File: config.mk
export PLATFORM = sky130hd
export DESIGN_NAME = uart_tx_arbiter
export DESIGN_NICKNAME = d
export VERILOG_FILES = /design/src/rtl/uart_tx_arbiter.sv
export SDC_FILE = /design/constraint.sdc
export NUM_CORES = 1
export LEC_CHECK = 0
export ABC_AREA = 1
export BUFFER_PORTS_ARGS = -buffer_cell sky130_fd_sc_hd__buf_2
export CAP_MARGIN = 20
export CORE_MARGIN = 2
export CORE_UTILIZATION = 43
export CTS_BUF_LIST = sky130_fd_sc_hd__clkbuf_4 sky130_fd_sc_hd__clkbuf_8 sky130_fd_sc_hd__clkbuf_16
export DETAILED_ROUTE_END_ITERATION = 12
export GPL_ROUTABILITY_DRIVEN = 0
export PLACE_DENSITY = 0.79
export REMOVE_ABC_BUFFERS = 1
export SKIP_CTS_REPAIR_TIMING = 1
export SLEW_MARGIN = 40
export SYNTH_ARGS = -nofsm -noshare
export SYNTH_HDL_FRONTEND = slang
export SYNTH_SLANG_ARGS = --single-unit
File: constraint.sdc
create_clock -name clk -period 1.5 [get_ports clk]
set_input_delay 0.3 -clock clk [delete_from_list [all_inputs] [get_ports clk]]
set_output_delay 0.3 -clock clk [all_outputs]
set_load 0.05 [all_outputs]
File: src/rtl/uart_tx_arbiter.sv
// -----------------------------------------------------------------------------
// uart_tx_arbiter
//
// Round-robin, packet-aware arbiter sharing one AXI4-Stream uart_tx between
// PORTS requesters. A grant is held until the owner's tlast word is accepted
// or MAX_BURST words have been taken (MAX_BURST = 0 means no limit). Accepted
// words pass through a single registered output stage toward uart_tx.
//
// Optional feature macro: UART_ARB_HEADER_EN
//   When defined, every grant first emits one header word HEADER_BASE + grant
//   (truncated to DATA_WIDTH) before the owner's payload.
//
// Ports:
//   clk                 in   clock
//   rst                 in   asynchronous, active-high reset
//   input_axis_tdata    in   PORTS*DATA_WIDTH, port i at [i*DATA_WIDTH +: DATA_WIDTH]
//   input_axis_tvalid   in   PORTS, per-port valid
//   input_axis_tlast    in   PORTS, per-port end of packet
//   input_axis_tready   out  PORTS, one-hot (granted port) or zero
//   output_axis_tdata   out  DATA_WIDTH, to uart_tx
//   output_axis_tvalid  out  1, to uart_tx
//   output_axis_tready  in   1, from uart_tx
//   grant               out  $clog2(PORTS), current or most recent owner
//   busy                out  1, grant held or output register full
// -----------------------------------------------------------------------------
module uart_tx_arbiter #(
  parameter int         PORTS       = 4,
  parameter int         DATA_WIDTH  = 8,
  parameter int         MAX_BURST   = 0,
  parameter logic [7:0] HEADER_BASE = 8'hA0
) (
  input  logic                          clk,
  input  logic                          rst,
  input  logic [PORTS*DATA_WIDTH-1:0]   input_axis_tdata,
  input  logic [PORTS-1:0]              input_axis_tvalid,
  input  logic [PORTS-1:0]              input_axis_tlast,
  output logic [PORTS-1:0]              input_axis_tready,
  output logic [DATA_WIDTH-1:0]         output_axis_tdata,
  output logic                          output_axis_tvalid,
  input  logic                          output_axis_tready,
  output logic [$clog2(PORTS)-1:0]      grant,
  output logic                          busy
);

  localparam int GW = $clog2(PORTS);
  localparam int CW = (MAX_BURST > 0) ? $clog2(MAX_BURST + 1) : 1;
  localparam bit LIMITED = (MAX_BURST > 0);
  // Counter saturates at the burst limit; with no limit it simply parks at all-ones.
  localparam logic [CW-1:0] BURST_CAP = LIMITED ? CW'(MAX_BURST) : {CW{1'b1}};

  typedef enum logic [1:0] {
    S_IDLE   = 2'd0,
    S_ACTIVE = 2'd1
`ifdef UART_ARB_HEADER_EN
    , S_HDR  = 2'd2
`endif
  } state_e;

`ifdef UART_ARB_HEADER_EN
  localparam state_e S_FIRST = S_HDR;
`else
  localparam state_e S_FIRST = S_ACTIVE;
`endif

  state_e                state_q, state_d;
  logic [GW-1:0]         grant_q, grant_d;
  logic [GW-1:0]         last_q, last_d;
  logic [CW-1:0]         burst_q, burst_d;
  logic                  out_valid_q, out_valid_d;
  logic [DATA_WIDTH-1:0] out_data_q, out_data_d;

  logic [GW-1:0]         pick;
  logic [GW-1:0]         scan_idx;
  logic                  slot_free;
  logic                  load;
  logic                  hdr_load;
  logic [DATA_WIDTH-1:0] hdr_word;
  logic [DATA_WIDTH-1:0] load_data;

  // The output register can take a word when empty or when it drains this cycle.
  assign slot_free = ~out_valid_q | output_axis_tready;
  assign hdr_word  = DATA_WIDTH'(HEADER_BASE) + DATA_WIDTH'(grant_q);
  assign load_data = hdr_load ? hdr_word
                              : input_axis_tdata[int'(grant_q)*DATA_WIDTH +: DATA_WIDTH];

  // Round-robin pick: first requester at or after last_q+1, wrapping.
  always_comb begin
    pick     = last_q;
    scan_idx = last_q;
    // Walk from the farthest candidate back toward last_q+1 so the nearest
    // requester is written last and wins; k = PORTS is last_q itself.
    for (int k = PORTS; k >= 1; k--) begin
      scan_idx = GW'((int'(last_q) + k) % PORTS);
      if (input_axis_tvalid[scan_idx]) pick = scan_idx;
    end
  end

  // Next-state and handshake logic.
  always_comb begin
    // NOTE: every signal driven here gets a default first, so no path through
    // the case statement can leave it unassigned and infer a latch.
    state_d           = state_q;
    grant_d           = grant_q;
    last_d            = last_q;
    burst_d           = burst_q;
    load              = 1'b0;
    hdr_load          = 1'b0;
    input_axis_tready = '0;

    unique case (state_q)
      S_IDLE: begin
        if (|input_axis_tvalid) begin
          grant_d = pick;
          burst_d = '0;
          state_d = S_FIRST;
        end
      end
`ifdef UART_ARB_HEADER_EN
      S_HDR: begin
        if (slot_free) begin
          load     = 1'b1;
          hdr_load = 1'b1;
          state_d  = S_ACTIVE;
        end
      end
`endif
      S_ACTIVE: begin
        input_axis_tready[grant_q] = slot_free;
        if (slot_free && input_axis_tvalid[grant_q]) begin
          load = 1'b1;
          if (burst_q != BURST_CAP) burst_d = burst_q + 1'b1;
          // Release on tlast or when this word brings the burst to its limit.
          if (input_axis_tlast[grant_q] || (LIMITED && burst_d == BURST_CAP)) begin
            last_d  = grant_q;
            state_d = S_IDLE;
          end
        end
      end
      default: state_d = S_IDLE;
    endcase
  end

  // Output register: load wins; otherwise a downstream ready empties it.
  always_comb begin
    out_valid_d = out_valid_q;
    out_data_d  = out_data_q;
    if (load) begin
      out_valid_d = 1'b1;
      out_data_d  = load_data;
    end else if (output_axis_tready) begin
      out_valid_d = 1'b0;
    end
  end

  // NOTE: sequential state uses non-blocking assignments so every register
  // samples pre-edge values, independent of statement order.
  always_ff @(posedge clk or posedge rst) begin
    if (rst) begin
      state_q     <= S_IDLE;
      grant_q     <= '0;
      last_q      <= GW'(PORTS - 1);
      burst_q     <= '0;
      out_valid_q <= 1'b0;
      out_data_q  <= '0;
    end else begin
      state_q     <= state_d;
      grant_q     <= grant_d;
      last_q      <= last_d;
      burst_q     <= burst_d;
      out_valid_q <= out_valid_d;
      out_data_q  <= out_data_d;
    end
  end

  assign output_axis_tvalid = out_valid_q;
  assign output_axis_tdata  = out_data_q;
  assign grant              = grant_q;
  assign busy               = (state_q != S_IDLE) | out_valid_q;

endmodule

==> summary.txt, run 1 <==
Global routing
  – Largest net degree at the start of global routing: 15
  – Antenna violations before repair: 0
  – Grt ovf: 0
  – Vias in the first global route: 1211
  – First-pass GRT wire length: 4.926 mm
  – Total track usage: 23.77%

Drt
  – Antenna Nets Post-Route: 0
  – Detailed-route wire length per cell: 12.57 um
  – Pre-antenna DRT Iters: 4
  – Vias per inst: 5.112
  – 1st-iter DRT viols: 29
  – DR DRC count: 0
  – Vias post-DR: 1324
  – WL final: 3.256 mm

Setup path
  – WP buf/inv: 3
  – Crit-path max cell delay: 400 ps
  – Worst path depth: 6
  – WP data required: 1200 ps
  – R2R cell count: 8
  – WS Path Type: reg2out
  – Crit Path Max Fanout: 4
  – Slowest CP cell: dfrtp_1
  – Crit-path cells: inv_2 > nor2_2 > nor2_2 > inv_2 > nor3_4 > buf_6
  – Crit. End Element: output pin
  – CP Launch Type: flop
  – Top Family by Delay on Critical Path: flip-flops
  – WP data arrival: 1380 ps

Clocking
  – Clk sinks: 14
  – Worst-path clk slew: 80 ps
  – TritonCTS Buffers: 3
  – CTS max path bufs: 2
  – Root buf cell: clkbuf_4
  – CTS tree: yes
  – CTS HTree Levels: 1
  – Clk_lat worst skew: 270 ps

Timing
  – Setup violators final: 4
  – Period utilization: 112.1%
  – Final Hold Violating Endpoints: 0
  – Crit path time final: 1681 ps
  – RSZ-0062 raised after global routing: yes
  – Slew @ Worst Pin: 520.9 ps
  – Fmax achieved: 0.5949 GHz
  – Max-slew violation count: 0
  – Final Skew: 2.155 ps
  – Worst slew margin: 65.24%
  – Setup slack after layout: -180.9 ps
  – Hold WS: 45.55 ps

Synthesis
  – Post-synth cell types: 20
  – Largest family of logic cells by synthesized area: simple AND/OR/NAND/NOR gates
  – Yosys warnings: 0
  – Post-synthesis compound-gate area fraction: 9.483%
  – Mapped Avg Cell Area: 6.390 um^2
  – Synth Area in XOR/XNOR: 0%
  – Synth Register Bits: 14
  – Area of the mapped netlist: 1016 um^2
  – Cells after Synth: 159
  – Simple-gate portion of the synthesized area: 48.15%
  – Multiplexer share of the synthesized area: 0%
  – Post-Synth Adder-Cell Area: 0%
  – Register area share after synthesis: 34.73%

Finish
  – Fin nets: 275
  – Sequential cell area: 355.3 um^2
  – Fill count: 184
  – Layout area overhead: 54.56%
  – Multi-input logic area: 659.4 um^2
  – N_diodes: 0
  – Non-Filler Instances: 259
  – Final core occ: 70.31%
  – Share of layout cells above drive strength 1: 46.32%

Placement
  – Number of port buffers: 58
  – Hpwl dp: 2.487 mm
  – Pre-CTS worst setup slack: 42.11 ps
  – Dpl cells: 248

Floorplan
  – Starting density of the core: 45.49%
  – Die area: 2767 um^2
  – Placement Rows: 17
  – Ports: 59
  – Core Area: 2233 um^2
  – DIE WIDTH: 52.61 um
  – Die Y: 52.61 um

Run
  – Max Cap Viol: 0

Power
  – Peak supply drop: 1907 uV
  – Leak: 0.8881 nW
  – Cell Pwr Density: 2492 nW/um^2
  – Power Total: 0.003914 W

Hold path
  – Hold WC Path Type: in2async

Status
  – Status: finished with violations
  – Failing checks: setup timing
## layout by cell type (no fill, tap or decap), drive strengths merged
cell type,Yosys,final
a21oi,1,1
inv,11,11
nor2,11,11
nand3,23,23
a22oi,10,10
nor3,2,2
buf,4,73
nand4,3,3
dfrtp,12,12
o22ai,1,1
nand2,77,77
o21ai,1,1
clkbuf,1,4
dfstp,2,2
## Yosys cell counts
| library cell | n | area [um^2] |
|---|---|---|
| a22oi_1 | 9 | 67.56 |
| o22ai_1 | 1 | 6.260 |
| nor2_1 | 9 | 33.78 |
| nor2_4 | 1 | 11.26 |
| dfstp_2 | 2 | 52.55 |
| a21oi_1 | 1 | 5.000 |
| nand4_1 | 3 | 18.77 |
| buf_6 | 2 | 22.52 |
| buf_2 | 2 | 10.01 |
| inv_1 | 8 | 30.03 |
| o21ai_0 | 1 | 5.000 |
| dfrtp_1 | 12 | 300.3 |
| inv_2 | 3 | 11.26 |
| clkbuf_1 | 1 | 3.750 |
| nor2_2 | 1 | 6.260 |
| nor3_1 | 2 | 10.01 |
| nand2_1 | 75 | 281.5 |
| nand3_1 | 23 | 115.1 |
| a22oi_2 | 1 | 12.51 |
| nand2_2 | 2 | 12.51 |
## cells by family (layout without fill, tap and decap cells)
family,Yosys count,in the layout
simple gates,116,116
compound gates,13,13
buf+inv,16,88
flops,14,14
## metrics by stage
stage,setup TNS (ps),area [um^2]
finish,-558.0,1570
global route,-894.6,1570
CTS,-959.9,1401
detailed placement,0,1365
global placement,0,1365
floorplan,-6695,979.7
## registers in the layout, summed over array words and instances (netlist names)
register / flops
last_q: 2
state_q: 1
output_axis_tdata: 8
grant: 2
output_axis_tvalid: 1
## report_power, final
group,switching (W),leakage [nW],internal (W)
clock network,0.000118,0.0210,0.000147
logic,0.00191,0.701,0.000989
registers,0.000167,0.166,0.000578
total,0.00220,0.888,0.00172
## worst reg2reg max path, stage by stage, from the launching register on
cell and delay, ps:
dfrtp_2 480, buf_4 170, nor2_4 120, buf_6 140
nand2_1 60, nand4_1 150, nand3_2 130, nand2_1 80
nand2_1 50
## routing by layer
layer	track usage (%)	up-vias	wire length, um	share of wire (%)
li1	-	666	-	-
met1	25.71	602	1314	40
met2	47.29	54	1724	53
met3	4.857	2	204	6.3
met4	3.419	0	12	0.37
met5	0	-	0	0
## final timing paths
| path | to | slack, ps | start |
|---|---|---|---|
| min reg2reg | output_axis_tdata[1] | 490 | output_axis_tdata[1] |
| max reg2reg | state_q[0] | 10 | grant[0] |
| min | output_axis_tdata[3] | 50 | rst |
| max in group asynchronous | grant[0] | 1080 | rst |
| min in group clk | output_axis_tvalid | 240 | output_axis_tready |
| max | input_axis_tready[0] | -180 | output_axis_tvalid |
## layout make-up
cell class              instances  area share [%]
well taps                      28           2.231
repair buffers                 73           28.21
flip-flops and latches         14           22.63
clock buffers                   4           2.311
inverters                      11           2.629
multi-input cells             129           41.99
No activity file was read; power rests on OpenSTA's default activity.
==> run 2: changes to the inputs <==
--- a/config.mk
+++ b/config.mk
@@ -5,11 +5,10 @@
 export SDC_FILE = /design/constraint.sdc
 export NUM_CORES = 1
 export LEC_CHECK = 0
-export ABC_AREA = 1
 export BUFFER_PORTS_ARGS = -buffer_cell sky130_fd_sc_hd__buf_2
 export CAP_MARGIN = 20
 export CORE_MARGIN = 2
-export CORE_UTILIZATION = 43
+export CORE_UTILIZATION = 42
 export CTS_BUF_LIST = sky130_fd_sc_hd__clkbuf_4 sky130_fd_sc_hd__clkbuf_8 sky130_fd_sc_hd__clkbuf_16
 export DETAILED_ROUTE_END_ITERATION = 12
 export GPL_ROUTABILITY_DRIVEN = 0
==> summary.txt, run 2 <==
Status
  – Status: finished with violations
  – Failing checks: setup timing

Global routing
  – Total track usage: 19.74%
  – Antenna violations before repair: 0
  – Largest net degree at the start of global routing: 16
  – Grt ovf: 0
  – Vias in the first global route: 885
  – First-pass GRT wire length: 3.815 mm

Setup path
  – CP Launch Type: flop
  – WS Path Type: reg2out
  – Crit. End Element: output pin
  – Reg2Reg Setup Slack: -120 ps
  – Worst r2r src: grant[1]
  – Crit Path Max Fanout: 3
  – R2R cell count: 3
  – Worst R2R End: last_q[1]
  – WP data required: 1200 ps
  – WP data arrival: 1380 ps

Finish
  – Layout area overhead: 60.53%
  – Commonest non-fill, non-tap cell in the layout: buf_2
  – N_diodes: 0
  – Max reg flops: 8
  – Share of layout cells above drive strength 1: 76.87%
  – Non-Filler Instances: 175
  – Commonest non-fill, non-tap cells in the layout: 52 x buf_2, 14 x buf_4, 11 x dfrtp_1
  – Fin nets: 191
  – Fill count: 174
  – Design area: 1516 um^2
  – Final core occ: 69.90%

Power
  – Leak: 0.7580 nW
  – Peak supply drop: 1344 uV
  – Cell Pwr Density: 2455 nW/um^2

Clocking
  – Root buf cell: clkbuf_4
  – CTS tree: yes
  – CTS HTree Levels: 1
  – Worst-path clk slew: 90 ps
  – TritonCTS Buffers: 3
  – CTS max path bufs: 2
  – Clk sinks: 14
  – Clk_lat worst skew: 280 ps

Drt
  – Pre-antenna DRT Iters: 4
  – Antenna Nets Post-Route: 0
  – WL final: 2.892 mm
  – 1st-iter DRT viols: 10
  – Vias post-DR: 929
  – Detailed-route wire length per cell: 16.53 um
  – Vias per inst: 5.309
  – DR DRC count: 0

Hold path
  – Hold WC Path Type: in2async

Timing
  – Setup slack after layout: -181.6 ps
  – Max-slew violation count: 0
  – Worst slew margin: 64.04%
  – Crit path time final: 1682 ps
  – Final Skew: 9.921 ps
  – Period utilization: 112.1%
  – RSZ-0062 raised after global routing: yes
  – Slew @ Worst Pin: 538.8 ps
  – Setup TNS: -1556 ps
  – Fmax achieved: 0.5947 GHz
  – Final Hold Violating Endpoints: 0
  – Hold WS: 44.98 ps
  – Setup violators final: 15

Placement
  – Placed Instance Area: 1318 um^2
  – Hpwl dp: 2.003 mm
  – Dpl cells: 163
  – Number of port buffers: 58

Synthesis
  – Register area share after synthesis: 37.35%
  – Most frequent cell after synthesis: dfrtp_1
  – Area of the mapped netlist: 944.7 um^2
  – Fraction of registers with async set/reset: 100.0%
  – Mapped Avg Cell Area: 13.31 um^2
  – Yosys warnings: 0
  – Synth top area cells: dfrtp_1 32%, mux4_2 24%, mux2_4 13%, dfstp_2 5.6%, buf_6 2.4%
  – Post-synth top flop: dfrtp_1
  – Most area-hungry cell type in the Yosys netlist: dfrtp_1
  – Cells after Synth: 71
  – Top cell type's share of synthesized area: 31.79%
  – Post-synth EDFFs: 0
  – Post-synth cell types: 26
  – Synth Register Bits: 14
  – Commonest cells post-synth: 12 x dfrtp_1, 10 x mux4_2, 8 x mux2_4

Floorplan
  – DIE WIDTH: 51.43 um
  – Placement Rows: 17
  – Starting density of the core: 43.54%
  – Core Area: 2170 um^2
  – Die area: 2645 um^2
  – Die Y: 51.43 um
  – Ports: 59

Run
  – Max Cap Viol: 0
[run 2: logic make-up (layout without fill, tap and decap cells)]
| logic type | count (synthesis) | after routing | share of synthesized area, % |
|---|---|---|---|
| buffers and inverters | 7 | 82 | 4.503 |
| flip-flops | 14 | 14 | 37.35 |
| multiplexers | 20 | 20 | 38.94 |
| AND/OR/NAND/NOR | 22 | 23 | 13.38 |
| AO/OA/AOI/OAI | 8 | 8 | 5.828 |
[run 2: area by class of cell]
| class | count | area [um^2] | area share, % |
|---|---|---|---|
| Multi-Input combinational cell | 51 | 598.1 | 39.44 |
| Timing Repair Buffer | 76 | 485.5 | 32.01 |
| Sequential cell | 14 | 354.1 | 23.35 |
| Clock buffer | 4 | 36.28 | 2.393 |
| Tap cell | 28 | 35.03 | 2.310 |
| Inverter | 2 | 7.507 | 0.4951 |
[run 2: worst max-delay path by stage]
stage                           end            startpoint  slack [ps]  depth (start not counted)
2_1_floorplan  input_axis_tready[1]              grant[0]       -1070                          2
3_3_place_gp   output_axis_tdata[5]              grant[0]         -50                          3
3_5_place_dp   output_axis_tdata[6]  input_axis_tvalid[3]         -90                          4
4_1_cts        input_axis_tready[0]              grant[0]        -330                          4
5_1_grt        input_axis_tready[1]    output_axis_tvalid        -280                          4
6_report       input_axis_tready[1]    output_axis_tvalid        -180                          4
[run 2: metrics by stage]
stage	total power [W]	setup slack [ps]
2_1_floorplan	0.002402	-1069
3_3_place_gp	0.002899	-53.70
3_5_place_dp	0.002968	-87.35
5_1_grt	0.003888	-281.3
6_report	0.003724	-181.6
4_1_cts	0.003245	-334.6
[run 2: power by group]
part,internal (W),switching (W)
clock network,0.000148,0.000126
registers,0.000598,0.000161
logic,0.00120,0.00149
[run 2: worst max-delay path, stage by stage (launching register included)]
cell and delay, ps:
dfrtp_1 410, nand2b_1 180, nand2_2 130, nor3_2 190
buf_6 190
[run 2: metal layers]
layer / track usage [%] / wire, um / vias to the layer above
met5: 0 / 0 / -
met2: 37.82 / 1582 / 39
met4: 6.579 / 12 / 0
li1: - / - / 423
met1: 21.10 / 1085 / 465
met3: 4.094 / 211 / 2
==> run 3: changes to the inputs <==
==> constraint.sdc (replaced) <==
create_clock -name clk -period 1.6 [get_ports clk]
set_input_delay 0.32 -clock clk [delete_from_list [all_inputs] [get_ports clk]]
set_output_delay 0.32 -clock clk [all_outputs]
set_load 0.05 [all_outputs]
==> summary.txt, run 3 (same netlist as run 2, synthesis figures left out) <==
Status
  – Status: finished with violations
  – Failing checks: setup timing

Setup path
  – WP data required: 1810 ps
  – WS Path Type: reg2reg
  – WP data arrival: 1930 ps
  – Crit. End Element: flop
  – R2R cell count: 4
  – Worst r2r src: grant[0]
  – Worst R2R End: last_q[1]
  – Reg2Reg Setup Slack: -110 ps
  – CP Launch Type: flop
  – Crit Path Max Fanout: 5

Power
  – Power Total: 0.003620 W
  – Internal power: 0.001907 W
  – Combinational share of power: 72.2%
  – Peak supply drop: 1462 uV
  – Leak: 0.7843 nW
  – Cell Pwr Density: 2300 nW/um^2
  – Psw: 0.001713 W
  – Sequential power share: 20.5%
  – Clock power frac: 7.3%
  – Switching share of power: 47.32%

Floorplan
  – Starting density of the core: 43.54%
  – Die Y: 51.43 um
  – Core Area: 2170 um^2
  – Ports: 59
  – DIE WIDTH: 51.43 um
  – Placement Rows: 17
  – Die area: 2645 um^2

Global routing
  – Largest net degree at the start of global routing: 16
  – First-pass GRT wire length: 3.939 mm
  – Grt ovf: 0
  – Antenna violations before repair: 0
  – Total track usage: 20.10%
  – Vias in the first global route: 901

Finish
  – Commonest non-fill, non-tap cells in the layout: 52 x buf_2, 20 x buf_4, 10 x mux4_2, 10 x mux2_4, 10 x dfrtp_1
  – Fill count: 163
  – Commonest non-fill, non-tap cell in the layout: buf_2
  – Final core occ: 72.55%
  – Share of layout cells above drive strength 1: 79.61%
  – Max reg flops: 8
  – Sequential cell area: 355.3 um^2
  – Fin nets: 196
  – Multi-input logic area: 616.8 um^2
  – Design area: 1574 um^2
  – N_diodes: 0
  – Layout area overhead: 66.62%

Drt
  – Vias per inst: 5.444
  – DR DRC count: 0
  – 1st-iter DRT viols: 24
  – WL final: 3.117 mm
  – WL met3: 308 um
  – Antenna Nets Post-Route: 0
  – Detailed-route wire length per cell: 17.32 um
  – Met2 WL: 1.594 mm
  – Metal-1 WL: 1.088 mm
  – Vias post-DR: 980
  – DR top layer: met4
  – Pre-antenna DRT Iters: 4

Timing
  – Slew @ Worst Pin: 551.7 ps
  – Max-slew violation count: 0
  – Final Skew: 12.69 ps
  – Period utilization: 107.2%
  – Setup slack after layout: -114.7 ps
  – RSZ-0062 raised after global routing: yes
  – Setup violators final: 12
  – Fmax achieved: 0.5832 GHz
  – Crit path time final: 1715 ps
  – Final Hold Violating Endpoints: 0
  – Worst slew margin: 63.18%

Clocking
  – CTS tree: yes
  – TritonCTS Buffers: 3
  – Clk_lat worst skew: 290 ps
  – Worst-path clk slew: 100 ps
  – Root buf cell: clkbuf_4
  – Clk sinks: 14
  – CTS max path bufs: 2
  – CTS HTree Levels: 1

Placement
  – Placed Instance Area: 1318 um^2
  – Hpwl dp: 2.040 mm
  – Number of port buffers: 58

Hold path
  – Hold WC Path Type: in2async

Run
  – Max Cap Viol: 0
-- run 3: power groups by stage --
stage | logic, W | registers, W | clock network (W)
6_report | 0.00261 | 0.000742 | 0.000266
5_1_grt | 0.00274 | 0.000771 | 0.000286
4_1_cts | 0.00204 | 0.000719 | 0.000262
3_5_place_dp | 0.00204 | 0.000724 | 0
3_3_place_gp | 0.00199 | 0.000710 | 0
2_1_floorplan | 0.000978 | 0.00127 | 0
-- run 3: area by class of cell --
type	instances	share of cell area, %
clock buffer	4	2.305
inverter	2	0.6359
multi-input combinational	51	39.19
sequential	14	22.58
tap	28	2.226
timing repair buffer	81	33.07
-- run 3: how the worst max path moves through the flow --
stage	startpoint	to	slack [ps]	cells past startpoint
final	grant[0]	last_q[1]	-110	4
after CTS	grant[0]	input_axis_tready[1]	-160	4
after detailed placement	input_axis_tvalid[3]	output_axis_tdata[7]	-9	4
after global placement	input_axis_tvalid[3]	output_axis_tdata[6]	20	4
after global routing	grant[1]	last_q[1]	-160	3
after floorplan	grant[0]	input_axis_tready[1]	-990	2
-- run 3: critical path, cell delays in order (launching register included) --
cell and delay (ps):
dfrtp_2 430, buf_4 140, mux4_2 490, nand4_1 230, mux2_4 330
-- run 3: through the flow --
step	setup slack [ps]	setup TNS [ps]	hold WS, ps	instances
floorplan	-989.0	-8421	207.8	66
global placement	23.28	0	367.2	163
detailed placement	-9.008	-36.30	384.0	163
CTS	-160.8	-670.6	80.51	167
global route	-155.2	-1256	102.0	180
finish	-114.7	-463.7	55.86	180
-- run 3: layer usage --
layer | global-route usage (%) | up-vias
li1 | - | 435
met1 | 22.20 | 467
met2 | 36.11 | 63
met3 | 6.433 | 15
met4 | 6.579 | 0
met5 | 0 | -
